### src/rtl/countdown_modulo_n.sv
// Programmable modulo-N down counter / timer with one-shot and auto-reload modes.
// Terminal count is flagged by a registered one-cycle tc pulse.
module countdown_modulo_n #(
    parameter int N         = 10,
    parameter int CNT_WIDTH = 4
) (
    input  logic                 clk,
    input  logic                 reset_n,
    input  logic                 start,
    input  logic [CNT_WIDTH-1:0] load_value,
    input  logic                 periodic,
    input  logic                 enable,
    input  logic                 abort,
    output logic [CNT_WIDTH-1:0] counter_out,
    output logic                 tc,
    output logic                 busy,
    output logic                 done
);

    localparam logic [CNT_WIDTH-1:0] MAX_VAL = CNT_WIDTH'(N - 1);
    localparam logic [CNT_WIDTH-1:0] ZERO    = {CNT_WIDTH{1'b0}};
    localparam logic [CNT_WIDTH-1:0] ONE     = {{(CNT_WIDTH-1){1'b0}}, 1'b1};

    typedef enum logic [1:0] {
        IDLE = 2'd0,
        RUN  = 2'd1,
        DONE = 2'd2
    } state_t;

    state_t                 state_r;
    logic [CNT_WIDTH-1:0]   reload_val_r;
    logic                   mode_r;
    logic [CNT_WIDTH-1:0]   start_val_s;

    // Zero and out-of-range requests both select the full modulus.
    function automatic logic [CNT_WIDTH-1:0] effective_load(input logic [CNT_WIDTH-1:0] value);
        logic [CNT_WIDTH-1:0] result;
        if ((value == ZERO) || (value > MAX_VAL)) begin
            result = MAX_VAL;
        end else begin
            result = value;
        end
        return result;
    endfunction

    assign start_val_s = effective_load(load_value);

    // Control FSM and all registered outputs; priority abort > start > enable.
    always_ff @(posedge clk or negedge reset_n) begin
        if (!reset_n) begin
            state_r      <= IDLE;
            counter_out  <= ZERO;
            tc           <= 1'b0;
            busy         <= 1'b0;
            done         <= 1'b0;
            reload_val_r <= ZERO;
            mode_r       <= 1'b0;
        end else if (abort) begin
            state_r     <= IDLE;
            counter_out <= ZERO;
            tc          <= 1'b0;
            busy        <= 1'b0;
            done        <= 1'b0;
        end else if (start) begin
            // Accepting start is not a tick, and a restart never raises tc.
            state_r      <= RUN;
            counter_out  <= start_val_s;
            reload_val_r <= start_val_s;
            mode_r       <= periodic;
            tc           <= 1'b0;
            busy         <= 1'b1;
            done         <= 1'b0;
        end else begin
            case (state_r)
                IDLE: begin
                    counter_out <= ZERO;
                    tc          <= 1'b0;
                    busy        <= 1'b0;
                    done        <= 1'b0;
                end
                RUN: begin
                    if (!enable) begin
                        tc <= 1'b0;
                    end else if (counter_out != ZERO) begin
                        counter_out <= counter_out - ONE;
                        tc          <= 1'b0;
                    end else if (mode_r) begin
                        counter_out <= reload_val_r;
                        tc          <= 1'b1;
                    end else begin
                        state_r <= DONE;
                        tc      <= 1'b1;
                        busy    <= 1'b0;
                        done    <= 1'b1;
                    end
                end
                DONE: begin
                    counter_out <= ZERO;
                    tc          <= 1'b0;
                    busy        <= 1'b0;
                    done        <= 1'b1;
                end
                default: begin
                    state_r     <= IDLE;
                    counter_out <= ZERO;
                    tc          <= 1'b0;
                    busy        <= 1'b0;
                    done        <= 1'b0;
                end
            endcase
        end
    end

endmodule

### config.mk
export PLATFORM = sky130hd
export DESIGN_NAME = countdown_modulo_n
export DESIGN_NICKNAME = d
export VERILOG_FILES = /design/src/rtl/countdown_modulo_n.sv
export SDC_FILE = /design/constraint.sdc
export NUM_CORES = 1
export LEC_CHECK = 0
export ABC_AREA = 1
export CORE_MARGIN = 1
export CORE_UTILIZATION = 53
export CTS_CLUSTER_DIAMETER = 80
export CTS_CLUSTER_SIZE = 25
export DETAILED_ROUTE_END_ITERATION = 10
export GPL_TIMING_DRIVEN = 0
export PLACE_DENSITY_LB_ADDON = 0.25
export SLEW_MARGIN = 20
export SYNTH_ARGS = -nofsm -noshare
export SYNTH_HDL_FRONTEND = slang
export SYNTH_SLANG_ARGS = --single-unit
export TNS_END_PERCENT = 1
### constraint.sdc
create_clock -name clk -period 3.8 [get_ports clk]
set_clock_uncertainty 0.05 [all_clocks]
set_input_delay 0.76 -clock clk [delete_from_list [all_inputs] [get_ports clk]]
set_output_delay 0.76 -clock clk [all_outputs]
set_load 0.02 [all_outputs]
## After elaboration in Yosys (flattened, before gate mapping)

Index checks and enable logic that the tools add are counted.

| word-level totals | value |
|---|---|
| bits in registers | 14 |
| bits in latches | 0 |
| bits in writable memories | 0 |
| ROM bits | 0 |
| output and inout port bits | 7 |
| logic and storage cells | 56 |
| memories | 0 |

| cells by class | value |
|---|---|
| add/sub/neg operators | 1 |
| multipliers | 0 |
| divide/modulo/power cells | 0 |
| $lt $le $gt $ge | 1 |
| eq/ne operators | 7 |
| shifts and indexed selects | 0 |
| muxes and demuxes | 30 |
| bitwise logic cells | 1 |
| reductions and logical operators | 9 |

Operators with widths:

| cell | number |
|---|---|
| 4-bit two-way mux | 7 |
| 1-bit two-way mux | 16 |
| 4-bit != test, second input constant | 3 |
| 2-bit two-way mux | 5 |
| 5-bit != test, second input constant | 1 |
| 4-bit greater-than comparator, second input constant | 1 |
| 4-bit zero test | 1 |
| 2-bit case mux with 2 select lines | 1 |
| 2-bit AND reduction | 2 |
| 4-bit AND reduction | 1 |
| 4-bit nonzero test | 1 |
| 4-bit by 1-bit subtractor with 4-bit output, second input constant | 1 |
| 3-bit by 1-bit != test with 1-bit output, second input constant | 1 |
| 3-bit AND reduction | 1 |
| 2-bit by 1-bit equality test with 1-bit output, second input constant | 1 |
| 2-bit equality test, second input constant | 1 |
| 2-bit zero test | 1 |
| 1-bit case mux with 2 select lines | 1 |
| 2-bit OR reduction | 1 |
| 1-bit logical OR | 1 |
| 1-bit inverter | 1 |

## Logic depth before layout (Yosys ltp)

| logic depth | value |
|---|---|
| depth after elaboration | 6 |
| gate-level depth with buffers | 10 |
| depth with buffers taken out | 10 |

## Worst setup path before layout

No wires, ideal clock.

| timing | value |
|---|---|
| path type | register to register |
| start point | register counter_out[0] |
| end point | register counter_out[0] |
| setup time | 116 ps |
| arrival time | 1290 ps |
| required time | 3634 ps |
| path slack | 2344 ps |
| stages on the path, launching flop included | 10 |
| buffers on the path | 0 |
| clock period less this slack | 1456 ps |
| cell sequence | dfrtp_1 > inv_1 > ha_1 > nand2_1 > nor2_1 > nand2_1 > nand3_1 > nand2_1 > nand2_1 > nand2_1 |

| between the ends | value |
|---|---|
| cells in the longest elaborated chain, start to end | 6 |

RTL lines:

| element | line | RTL |
|---|---|---|
| start: declaration | 14 | `output logic [CNT_WIDTH-1:0] counter_out,` |
| start signal: assignment | 67 | `counter_out <= start_val_s;` |
| start signal: assignment | 85 | `counter_out <= counter_out - ONE;` |
| start signal: assignment | 88 | `counter_out <= reload_val_r;` |
| 4-bit by 1-bit subtractor with 4-bit output / 4-bit nonzero test (equally long branches) | 85, 84 |  |
| 4-bit two-way mux | 84 | `end else if (counter_out != ZERO) begin` |
| 4-bit two-way mux | 82 | `if (!enable) begin` |
| 4-bit two-way mux | 74 | `case (state_r)` |
| 4-bit two-way mux | 64 | `end else if (start) begin` |
| 4-bit two-way mux | 58 | `end else if (abort) begin` |

Parallel ways exist; a longest one is shown, timed or not. The select of a mux whose other input is x is not followed.
A chain may end at the register's enable or synchronous reset.

## Worst setup path after layout

| timing | value |
|---|---|
| start point | register counter_out[2] |
| end point | output counter_out[2] |

No word-level cell between the ends.

==> impl_metrics.json <==
{
  "synth_top_area_cell": "dfrtp_1",
  "die_area_um2": 1790,
  "dp_hpwl_um": 1320,
  "antenna_found_initial": 0,
  "synth_edf_count": 0,
  "gp_congestion": 0.815,
  "fin_crit_ps": 2190,
  "critPathTopFamily": "buffers and inverters",
  "cts_buffers": 3,
  "path_buf_inv": 1,
  "grt_overflow": 0,
  "num_vias": 794,
  "clock_path_buffers": 2,
  "synth_area_um2": 863,
  "irDropWorstVdd_v": 0.000216,
  "crit_arrival_ps": 1380,
  "rsz0062_at_grt": "false",
  "track_usage": 0.218,
  "final.period_utilization": 0.577,
  "synth.net_count": 129,
  "power_density_nw_per_um2": 343,
  "synth_area_leaders": "dfrtp_1 41%, nand2_1 17%, inv_1 9.1%",
  "path_cells": "clkdlybuf4s50_1",
  "async_flop_share": 1.00,
  "cp_data_required_time_ps": 2990,
  "post-cts-setup-buffer-count": 0,
  "syn_inst": 116,
  "clk_pin_slew_worst_paths_ps": 90,
  "nNetsFinal": 150,
  "setup.worst_path.class": "flip-flop to output pin",
  "leakage_nw": 0.565,
  "worst_pin_slew_ps": 639,
  "ys.flop_type": "dfrtp_1",
  "final-hold-violation-count": 0,
  "die_w_um": 42.4,
  "fmax_mhz": 456,
  "dp.cells": 148,
  "clock-root-buffer": "clkbuf_4",
  "worstSetupStartpointType": "flip-flop",
  "diodes": 0,
  "initial_utilization": 0.573,
  "grt_pass1_vias": 761,
  "critPathMaxStageDelay_ps": 640,
  "yosysSeqAreaShare": 0.406,
  "port_buffers": 16,
  "hp-class": "flip-flop to flip-flop",
  "setup.worst_path.end_class": "output pin",
  "cts_tree": "done",
  "route.detailed.wl_per_inst_um": 11.2,
  "num_rows": 14,
  "core_um2": 1510,
  "fp.dieH_um": 42.4,
  "ys_types": 21,
  "yosys_warnings": 0,
  "grt_max_degree": 15,
  "final_cells": 152,
  "status": "completed",
  "ant_nets": 0,
  "maxCapViolCount": 0,
  "wl_um": 1700,
  "cts_num_sinks": 14,
  "cpMaxStageDelayCell": "clkdlybuf4s50_1",
  "fin_tns_setup_ps": 0,
  "path_max_fanout": 6,
  "routed_via_density": 5.22,
  "yosysMostFrequentCell": "nand2_1",
  "insertion_delay_ps": 290,
  "timing.hold.ws_ps": 472,
  "slew_viol_final": 0,
  "cts-resized-gates": 0,
  "drc": 0,
  "avgSynthCellArea_um2": 7.44,
  "synth-seq-cells": 14,
  "final-setup-viol-count": 0,
  "yosys.area.top_type_share": 0.406,
  "firstDrtPassIters": 5,
  "ioPinCount": 17,
  "total_power_mw": 0.371,
  "dr.first_iter.drc_count": 24,
  "multiInputGateArea_um2": 427,
  "ys_top_cells_by_count": "38 x nand2_1, 21 x inv_1, 14 x dfrtp_1",
  "htreeDepth": 1,
  "cts_hold_buffers": 0,
  "grt_pass1_wl_um": 2970,
  "n_fill_cell": 116,
  "regArea_um2": 350,
  "area_delta_synth_final_pct": 25.1,
  "max_slew_margin": 0.573,
  "layout-drive-gt1-share": 0.125
}
[report_power, final]
part,internal [mW],switching [mW]
logic,0.0369,0.0548
clock network,0.0584,0.0525
registers,0.161,0.00753
[final timing paths]
path,from,to,slack [ps],cells past startpoint
max in group asynchronous,reset_n,busy,2480,1
min,reload_val_r[3],reload_val_r[3],470,2
max,counter_out[2],counter_out[2],1610,1
max reg2reg,counter_out[0],counter_out[2],2270,9
min in group asynchronous,reset_n,counter_out[1],810,1
min reg2reg,reload_val_r[3],reload_val_r[3],470,2
[placed cells by master (no fill, tap or decap), drive strengths merged]
cell type and n:
nor3 1, clkdlybuf4s50 16, nand3b 1, nand3 10, o21ai 9, nand2 40, nor2 10, inv 23
clkbuf 4, nand4 3, dfrtp 14, ha 3, a21oi 1, a22oi 1
[flip-flops by register name, indices dropped and copies added (netlist names)]
register / flops
counter_out: 4
reload_val_r: 4
state_r: 2
busy: 1
done: 1
mode_r: 1
tc: 1
[final cells by class]
type | instances | share of cell area
Clock buffer | 4 | 0.0336
Inverter | 23 | 0.0800
Multi-Input combinational cell | 79 | 0.395
Sequential cell | 14 | 0.324
Tap cell | 16 | 0.0185
Timing Repair Buffer | 16 | 0.148
[layer usage]
layer,share of wire,global-route usage
met5,0,0
met4,0.018,0.0938
met3,0.047,0.0259
met2,0.48,0.369
met1,0.45,0.277
[metrics by stage]
step                utilization  cell area, um2  worst slack, ps
global route              0.717            1080             1580
global placement          0.693            1040             1770
floorplan                     -             863             2340
CTS                       0.717            1080             1610
detailed placement        0.693            1040             1750
finish                    0.717            1080             1610
[tightest hold or removal path, stage by stage (launching register included)]
cell	delay, ps
dfrtp_1	370
nand2_1	60
nand2_1	60
[logic make-up after synthesis]
family / Yosys count / synth area share
and+or+nand+nor: 65 / 0.374
AOI/OAI and AO/OA: 11 / 0.0768
DFF: 14 / 0.406
buffers and inverters: 23 / 0.100
adders and majority gates: 3 / 0.0435
Note: power is estimated with default switching activity, not from simulation.
